$ cat src/rtl/rv_defs_pkg.sv
// Shared RV32I definitions for the ID stage: opcodes, funct3 codes, ALU op encodings,
// the control bundle carried in ID/EX, and the immediate extraction helper.
package rv_defs_pkg;

  localparam logic [6:0] OPC_OP     = 7'b0110011;
  localparam logic [6:0] OPC_OP_IMM = 7'b0010011;
  localparam logic [6:0] OPC_LOAD   = 7'b0000011;
  localparam logic [6:0] OPC_STORE  = 7'b0100011;
  localparam logic [6:0] OPC_BRANCH = 7'b1100011;
  localparam logic [6:0] OPC_JAL    = 7'b1101111;

  localparam logic [2:0] F3_ADD = 3'b000;
  localparam logic [2:0] F3_SR  = 3'b101;
  localparam logic [2:0] F3_LW  = 3'b010;
  localparam logic [2:0] F3_BEQ = 3'b000;
  localparam logic [2:0] F3_BNE = 3'b001;

  localparam logic [3:0] ALU_OP_ADD = 4'b0000;
  localparam logic [3:0] ALU_OP_SUB = 4'b1000;
  localparam logic [3:0] ALU_OP_SRL = 4'b0101;
  localparam logic [3:0] ALU_OP_SRA = 4'b1101;

  localparam logic [31:0] NOP = 32'h00000013;

  typedef enum logic [2:0] {
    FMT_NONE,
    FMT_I,
    FMT_S,
    FMT_B,
    FMT_J
  } imm_fmt_e;

  typedef struct packed {
    logic reg_write;
    logic mem_read;
    logic mem_write;
    logic mem_to_reg;
    logic alu_src;
    logic link;
    logic illegal;
  } ctrl_t;

  // Sign-extended immediate; B and J keep their implicit zero LSB (byte offsets).
  function automatic logic [31:0] imm_decode(input logic [31:0] instr, input imm_fmt_e fmt);
    logic [31:0] imm;
    imm = '0;
    case (fmt)
      FMT_I: imm = {{20{instr[31]}}, instr[31:20]};
      FMT_S: imm = {{20{instr[31]}}, instr[31:25], instr[11:7]};
      FMT_B: imm = {{19{instr[31]}}, instr[31], instr[7], instr[30:25], instr[11:8], 1'b0};
      FMT_J: imm = {{11{instr[31]}}, instr[31], instr[19:12], instr[20], instr[30:21], 1'b0};
      default: imm = '0;
    endcase
    return imm;
  endfunction

endpackage

$ cat src/rtl/register_file.sv
// Register file with two asynchronous read ports and one clocked write port; x0 is hardwired 0.
// Optional ID_WB_BYPASS_EN: a read matching the active writeback returns wb_data in the same cycle.
module register_file
  import rv_defs_pkg::*;
#(
  parameter int NUM_REGS   = 32,
  parameter int WIDTH_DATA = 32
) (
  input  logic                  clock,
  input  logic                  reset,
  input  logic [4:0]            rs1_addr,
  input  logic [4:0]            rs2_addr,
  output logic [WIDTH_DATA-1:0] rs1_data,
  output logic [WIDTH_DATA-1:0] rs2_data,
  input  logic                  wb_we,
  input  logic [4:0]            wb_rd,
  input  logic [WIDTH_DATA-1:0] wb_data
);

  logic [WIDTH_DATA-1:0] regs [NUM_REGS];

  always_ff @(posedge clock or posedge reset) begin
    if (reset) begin
      for (int i = 0; i < NUM_REGS; i++) begin
        regs[i] <= '0;
      end
    end else if (wb_we && wb_rd != 5'd0) begin
      regs[wb_rd] <= wb_data;
    end
  end

  always_comb begin
    rs1_data = '0;
    if (rs1_addr != 5'd0) begin
      rs1_data = regs[rs1_addr];
`ifdef ID_WB_BYPASS_EN
      if (wb_we && wb_rd == rs1_addr) rs1_data = wb_data;
`endif
    end
  end

  always_comb begin
    rs2_data = '0;
    if (rs2_addr != 5'd0) begin
      rs2_data = regs[rs2_addr];
`ifdef ID_WB_BYPASS_EN
      if (wb_we && wb_rd == rs2_addr) rs2_data = wb_data;
`endif
    end
  end

endmodule

$ cat src/rtl/instruction_decode.sv
// ID stage: decode, hazard detection, BEQ/BNE/JAL resolution and the ID/EX pipeline register.
// Optional ID_WB_BYPASS_EN (in register_file) forwards same-cycle writeback into operand reads.
module instruction_decode
  import rv_defs_pkg::*;
#(
  parameter int WIDTH_PC   = 32,
  parameter int WIDTH_DATA = 32,
  parameter int NUM_REGS   = 32
) (
  input  logic                  clock,
  input  logic                  reset,
  input  logic [WIDTH_PC-1:0]   pc_in,
  input  logic [31:0]           instruction_in,
  input  logic                  wb_we,
  input  logic [4:0]            wb_rd,
  input  logic [WIDTH_DATA-1:0] wb_data,
  input  logic                  ex_reg_write,
  input  logic                  ex_mem_read,
  input  logic [4:0]            ex_rd,
  input  logic                  mem_mem_read,
  input  logic [4:0]            mem_rd,
  output logic                  stall,
  output logic                  branch_taken,
  output logic [WIDTH_PC-1:0]   pc_branch_out,
  output logic [WIDTH_PC-1:0]   idex_pc,
  output logic [WIDTH_DATA-1:0] idex_rs1_data,
  output logic [WIDTH_DATA-1:0] idex_rs2_data,
  output logic [WIDTH_DATA-1:0] idex_imm,
  output logic [4:0]            idex_rs1,
  output logic [4:0]            idex_rs2,
  output logic [4:0]            idex_rd,
  output logic [3:0]            idex_alu_op,
  output logic                  idex_reg_write,
  output logic                  idex_mem_read,
  output logic                  idex_mem_write,
  output logic                  idex_mem_to_reg,
  output logic                  idex_alu_src,
  output logic                  idex_link,
  output logic                  idex_illegal
);

  logic [6:0] opcode;
  logic [2:0] funct3;
  logic [4:0] rd, rs1, rs2;

  assign opcode = instruction_in[6:0];
  assign rd     = instruction_in[11:7];
  assign funct3 = instruction_in[14:12];
  assign rs1    = instruction_in[19:15];
  assign rs2    = instruction_in[24:20];

  logic [WIDTH_DATA-1:0] rs1_raw, rs2_raw;

  register_file #(
    .NUM_REGS  (NUM_REGS),
    .WIDTH_DATA(WIDTH_DATA)
  ) u_register_file (
    .clock   (clock),
    .reset   (reset),
    .rs1_addr(rs1),
    .rs2_addr(rs2),
    .rs1_data(rs1_raw),
    .rs2_data(rs2_raw),
    .wb_we   (wb_we),
    .wb_rd   (wb_rd),
    .wb_data (wb_data)
  );

  ctrl_t    ctrl;
  imm_fmt_e fmt;
  logic [3:0] alu_op;
  logic use_rs1, use_rs2, is_branch, is_jal;

  always_comb begin
    ctrl      = '0;
    fmt       = FMT_NONE;
    alu_op    = ALU_OP_ADD;
    use_rs1   = 1'b0;
    use_rs2   = 1'b0;
    is_branch = 1'b0;
    is_jal    = 1'b0;
    case (opcode)
      OPC_OP: begin
        use_rs1        = 1'b1;
        use_rs2        = 1'b1;
        alu_op         = {instruction_in[30], funct3};
        ctrl.reg_write = (rd != 5'd0);
      end
      OPC_OP_IMM: begin
        use_rs1        = 1'b1;
        fmt            = FMT_I;
        // bit 30 is part of the immediate except for shift-right, where it selects SRAI
        alu_op         = {(funct3 == F3_SR) & instruction_in[30], funct3};
        ctrl.alu_src   = 1'b1;
        ctrl.reg_write = (rd != 5'd0);
      end
      OPC_LOAD: begin
        if (funct3 == F3_LW) begin
          use_rs1         = 1'b1;
          fmt             = FMT_I;
          ctrl.mem_read   = 1'b1;
          ctrl.mem_to_reg = 1'b1;
          ctrl.alu_src    = 1'b1;
          ctrl.reg_write  = (rd != 5'd0);
        end else begin
          ctrl.illegal = 1'b1;
        end
      end
      OPC_STORE: begin
        use_rs1        = 1'b1;
        use_rs2        = 1'b1;
        fmt            = FMT_S;
        ctrl.mem_write = 1'b1;
        ctrl.alu_src   = 1'b1;
      end
      OPC_BRANCH: begin
        if (funct3 == F3_BEQ || funct3 == F3_BNE) begin
          use_rs1   = 1'b1;
          use_rs2   = 1'b1;
          fmt       = FMT_B;
          is_branch = 1'b1;
        end else begin
          ctrl.illegal = 1'b1;
        end
      end
      OPC_JAL: begin
        fmt            = FMT_J;
        is_jal         = 1'b1;
        ctrl.link      = 1'b1;
        ctrl.reg_write = (rd != 5'd0);
      end
      default: ctrl.illegal = 1'b1;
    endcase
  end

  logic [WIDTH_DATA-1:0]        imm;
  logic signed [WIDTH_DATA-1:0] imm_word;
  logic                         squash_q;
  logic                         ex_hit, mem_hit, cond_true, bubble;

  assign imm      = WIDTH_DATA'(imm_decode(instruction_in, fmt));
  // pc counts words, so the byte offset is scaled down arithmetically
  assign imm_word = $signed(imm) >>> 2;

  assign ex_hit  = (ex_rd != 5'd0) &&
                   ((use_rs1 && ex_rd == rs1) || (use_rs2 && ex_rd == rs2));
  assign mem_hit = (mem_rd != 5'd0) &&
                   ((use_rs1 && mem_rd == rs1) || (use_rs2 && mem_rd == rs2));

  assign cond_true = (funct3 == F3_BNE) ? (rs1_raw != rs2_raw) : (rs1_raw == rs2_raw);

  assign stall = ~squash_q &
                 ((ex_mem_read & ex_hit) |
                  (is_branch & ((ex_reg_write & ex_hit) | (mem_mem_read & mem_hit))));

  assign branch_taken  = ~squash_q & ~stall & (is_jal | (is_branch & cond_true));
  assign pc_branch_out = pc_in + WIDTH_PC'(imm_word);

  // JAL still enters EX to perform its link write; a taken conditional branch does not
  assign bubble = squash_q | stall | ctrl.illegal | (is_branch & branch_taken);

  always_ff @(posedge clock or posedge reset) begin
    if (reset) begin
      squash_q        <= 1'b0;
      idex_pc         <= '0;
      idex_rs1_data   <= '0;
      idex_rs2_data   <= '0;
      idex_imm        <= '0;
      idex_rs1        <= '0;
      idex_rs2        <= '0;
      idex_rd         <= '0;
      idex_alu_op     <= '0;
      idex_reg_write  <= 1'b0;
      idex_mem_read   <= 1'b0;
      idex_mem_write  <= 1'b0;
      idex_mem_to_reg <= 1'b0;
      idex_alu_src    <= 1'b0;
      idex_link       <= 1'b0;
      idex_illegal    <= 1'b0;
    end else begin
      squash_q <= branch_taken;
      if (bubble) begin
        idex_pc         <= '0;
        idex_rs1_data   <= '0;
        idex_rs2_data   <= '0;
        idex_imm        <= '0;
        idex_rs1        <= '0;
        idex_rs2        <= '0;
        idex_rd         <= '0;
        idex_alu_op     <= '0;
        idex_reg_write  <= 1'b0;
        idex_mem_read   <= 1'b0;
        idex_mem_write  <= 1'b0;
        idex_mem_to_reg <= 1'b0;
        idex_alu_src    <= 1'b0;
        idex_link       <= 1'b0;
        idex_illegal    <= ctrl.illegal & ~squash_q;
      end else begin
        idex_pc         <= pc_in;
        idex_rs1_data   <= use_rs1 ? rs1_raw : '0;
        idex_rs2_data   <= use_rs2 ? rs2_raw : '0;
        idex_imm        <= imm;
        idex_rs1        <= use_rs1 ? rs1 : 5'd0;
        idex_rs2        <= use_rs2 ? rs2 : 5'd0;
        idex_rd         <= ctrl.reg_write ? rd : 5'd0;
        idex_alu_op     <= alu_op;
        idex_reg_write  <= ctrl.reg_write;
        idex_mem_read   <= ctrl.mem_read;
        idex_mem_write  <= ctrl.mem_write;
        idex_mem_to_reg <= ctrl.mem_to_reg;
        idex_alu_src    <= ctrl.alu_src;
        idex_link       <= ctrl.link;
        idex_illegal    <= 1'b0;
      end
    end
  end

endmodule
$ cat config.mk
export PLATFORM = sky130hd
export DESIGN_NAME = instruction_decode
export DESIGN_NICKNAME = d
export VERILOG_FILES = /design/src/rtl/rv_defs_pkg.sv /design/src/rtl/register_file.sv /design/src/rtl/instruction_decode.sv
export SDC_FILE = /design/constraint.sdc
export NUM_CORES = 2
export LEC_CHECK = 0
export BUFFER_PORTS_ARGS = -buffer_cell sky130_fd_sc_hd__buf_2
export CAP_MARGIN = 20
export CORE_UTILIZATION = 62
export DETAILED_ROUTE_END_ITERATION = 10
export PLACE_DENSITY_LB_ADDON = 0.3
export SYNTH_ARGS = -nofsm -noshare
export SYNTH_HDL_FRONTEND = slang
export SYNTH_SLANG_ARGS = --single-unit
$ cat constraint.sdc
create_clock -name clock -period 48.8 [get_ports clock]
set_clock_uncertainty 0.15 [all_clocks]
set_input_delay 7.32 -clock clock [delete_from_list [all_inputs] [get_ports clock]]
set_output_delay 7.32 -clock clock [all_outputs]
set_load 0.01 [all_outputs]
==> summary.md <==
| Metric | Value |
|---|---|
| Status | `finished clean` |
| Post-Synthesis Cells | `4256` |
| Synth area leader | `dfrtp_1` |
| Place WS | `28.08 ns` |
| Initial antenna violation count | `19` |
| Clock root buffer | `clkbuf_16` |
| Synthesized cell area | `61900 sq um` |
| # rows | `115` |
| Maximum clock path buffer count | `3` |
| Placed cells | `5495` |
| Final WS setup | `27.95 ns` |
| Final worst-path cycle share | `0.427` |
| Starting Density | `0.627` |
| DPL Wire Length | `120000 um` |
| Placement Cell Area | `64000 sq um` |
| Maxcap violations | `0` |
| Iter 0 DRT Violations | `5326` |
| HP Class | `flip-flop to flip-flop` |
| Die area | `101000 sq um` |
| Fraction of layout cells with a size suffix above 1 | `0.514` |
| Detailed-route vias per instance | `7.43` |
| Final setup TNS | `0 ns` |
| Die X | `318 um` |
| Vias post-DR | `42615` |
| Fmax | `48.0 MHz` |
| Sequential share of the synthesized area | `0.472` |
| EDFF count, synth | `0` |
| First-pass GRT wire length | `296000 um` |
| Post-route cell area | `68400 sq um` |
| Mapped Avg Cell Area | `14.5 sq um` |
| Core ar. | `98700 sq um` |
| Min Hold Slack | `0.227 ns` |
| GRT Overall Usage | `0.401` |
| DRT Pass-1 Iters | `6` |
| Setup violators final | `0` |
| VDD IR max | `37.9 uV` |
| Clock Latency Late Sink | `0.75 ns` |
| Fin cells | `5739` |
| Synth unique cells | `65` |
| Final hold violations | `0` |
| Power Internal | `2.02 mW` |
| Setup Crit Path Kind | `input pin to primary output` |
| CTS clk-pin slew, worst paths | `0.06 ns` |
| Num Clock Sinks | `1167` |
| Worst reg2reg setup slack | `41.94 ns` |
| Postcts setup bufs | `0` |
| Final Max Slew Viols | `0` |
| Final nets | `4484` |
| Clock buffer count from CTS | `121` |
| Top-count cell post-synth | `dfrtp_1` |
| Antenna-violating nets left | `0` |
| Congestion Overflow GR | `0` |
| Ports | `305` |
| Die Height | `318 um` |
| Worst slew pin tran | `1.22 ns` |
| Area grow syn2layout | `10.5%` |
| Post-detailed-route DRC marker count | `0` |
| Most frequent cells after synthesis | `dfrtp_1, mux2_2, mux4_2` |
| Sequential power share | `0.450` |
| Vias in the first global route | `43191` |
| Final Total Pwr | `2.80 mW` |
| Ys async rst share | `1.00` |
| RSZ-0062 raised after global routing | `false` |
| Top FF cell, synth | `dfrtp_1` |
| Mapped Nets | `4405` |
| Critical path capture point type | `primary output` |
| Cts repair resizes | `0` |
| # port buffers | `304` |
| Gp weighted congestion | `0.953` |
| Top cell type's share of synthesized area | `0.472` |
| Htree depth | `3` |
| CTS tree | `done` |
| LEAKAGE | `30.4 nW` |
| Routed wire length | `201000 um` |
| Power per Cell Area | `40.9 nW/um^2` |
| Sw Ratio | `0.276` |
| Clk network pwr share | `0.356` |
| Fin crit period | `20.85 ns` |
| Dominant cells by area after synthesis | `dfrtp_1, mux2_2, mux4_2, mux2i_1, clkbuf_1` |
| Slew margin rel. | `0.177` |
| Comb pwr share | `0.194` |
| CP max FO | `59` |
| WP data arrival | `13.38 ns` |
| Worst path required time | `41.33 ns` |
| WL per Instance | `35.0 um` |
| # hold bufs at CTS | `0` |
| Final core occ | `0.693` |
| Synth Warn # | `0` |
| Flop and latch count out of synthesis | `1167` |
| Switch Pwr | `772 uW` |
| CP Launch Type | `input pin` |
| Largest net degree at the start of global routing | `173` |
final cells by class:
cell class / instances / area, sq um
multi-input combinational: 2610 / 30700
clock inverter: 67 / 831
tap: 1287 / 1610
sequential: 1167 / 29200
fill: 6610 / 30300
clock buffer: 162 / 3460
timing repair buffer: 415 / 2490
antenna: 11 / 27.5
inverter: 20 / 82.6
cell usage in the layout, fill, tap and decap left out, types with 15 or more instances in the layout:
cell type	instances
xnor2_1	51
nor4b_2	16
a31oi_1	16
inv_1	18
a22oi_1	88
xor2_1	23
nor2_4	17
a22o_1	18
mux4_2	467
ha_1	31
a211oi_1	20
buf_2	301
nor2_1	55
nor3b_1	52
nor4b_1	29
buf_4	102
nand2_2	15
clkbuf_16	122
mux2i_1	137
clkinv_2	28
a21o_1	18
dfrtp_1	1167
nor3_1	26
nand3_1	37
clkbuf_8	27
nor4_2	35
o22ai_1	43
bufinv_16	16
nand2_1	86
a221oi_1	35
o21ai_0	29
a21oi_1	55
mux2_2	1067
routing by layer:
layer  global-route usage  routed length [um]  vias to the layer above
met1                0.523               72200                    22290
met2                0.593               89200                     3056
met3                0.120               24800                      765
li1                     -                   -                    16492
met5                    0                  79                        -
met4                0.251               14800                       12
power by group through the flow:
stage | combinational (mW) | sequential [mW] | clock, mW
floorplan | 0.420 | 1.23 | 0
global placement | 0.516 | 1.25 | 0
detailed placement | 0.532 | 1.26 | 0
CTS | 0.536 | 1.25 | 1.00
global route | 0.572 | 1.27 | 1.04
finish | 0.543 | 1.26 | 0.996
cell families after synthesis:
kind of cell / after synthesis / synth area share
buf+inv: 479 / 0.0365
fa+ha+maj: 32 / 0.00659
mux: 1672 / 0.386
flops: 1167 / 0.472
compound gates: 371 / 0.0421
xor+xnor: 74 / 0.0105
simple gates: 461 / 0.0464
critical path, cell delays in order:
cell     delay [ns]
buf_8          0.48
buf_4          0.83
buf_4          0.84
mux2i_1        0.19
a22oi_1        0.22
nand3_1        0.11
and4_1         0.28
xnor2_1        0.32
nand4_1        0.22
or4_1          0.64
nor4_2         0.85
mux2i_4        0.58
o21ba_2        0.21
buf_2          0.13
sequential cells by signal, summed over array words and instances (netlist names), 4 cells and up:
name	flops
idex_rs1	5
idex_rd	5
idex_rs2	5
idex_imm	21
u_register_file.regs	1024
idex_pc	32
idex_alu_op	4
idex_rs1_data	32
idex_rs2_data	32
path summary, 6_finish.rpt:
kind                                             from                         end  cells past startpoint
min reg2reg                u_register_file.regs[1019]  u_register_file.regs[1019]                      0
max reg2reg                 u_register_file.regs[695]           idex_rs1_data[21]                     12
max in group asynchronous                       reset   u_register_file.regs[661]                      7
max                                instruction_in[15]                branch_taken                     14
min in group asynchronous                       reset           idex_rs1_data[22]                      2
min                        u_register_file.regs[1019]  u_register_file.regs[1019]                      0
Power figures use the tool's default switching activity.
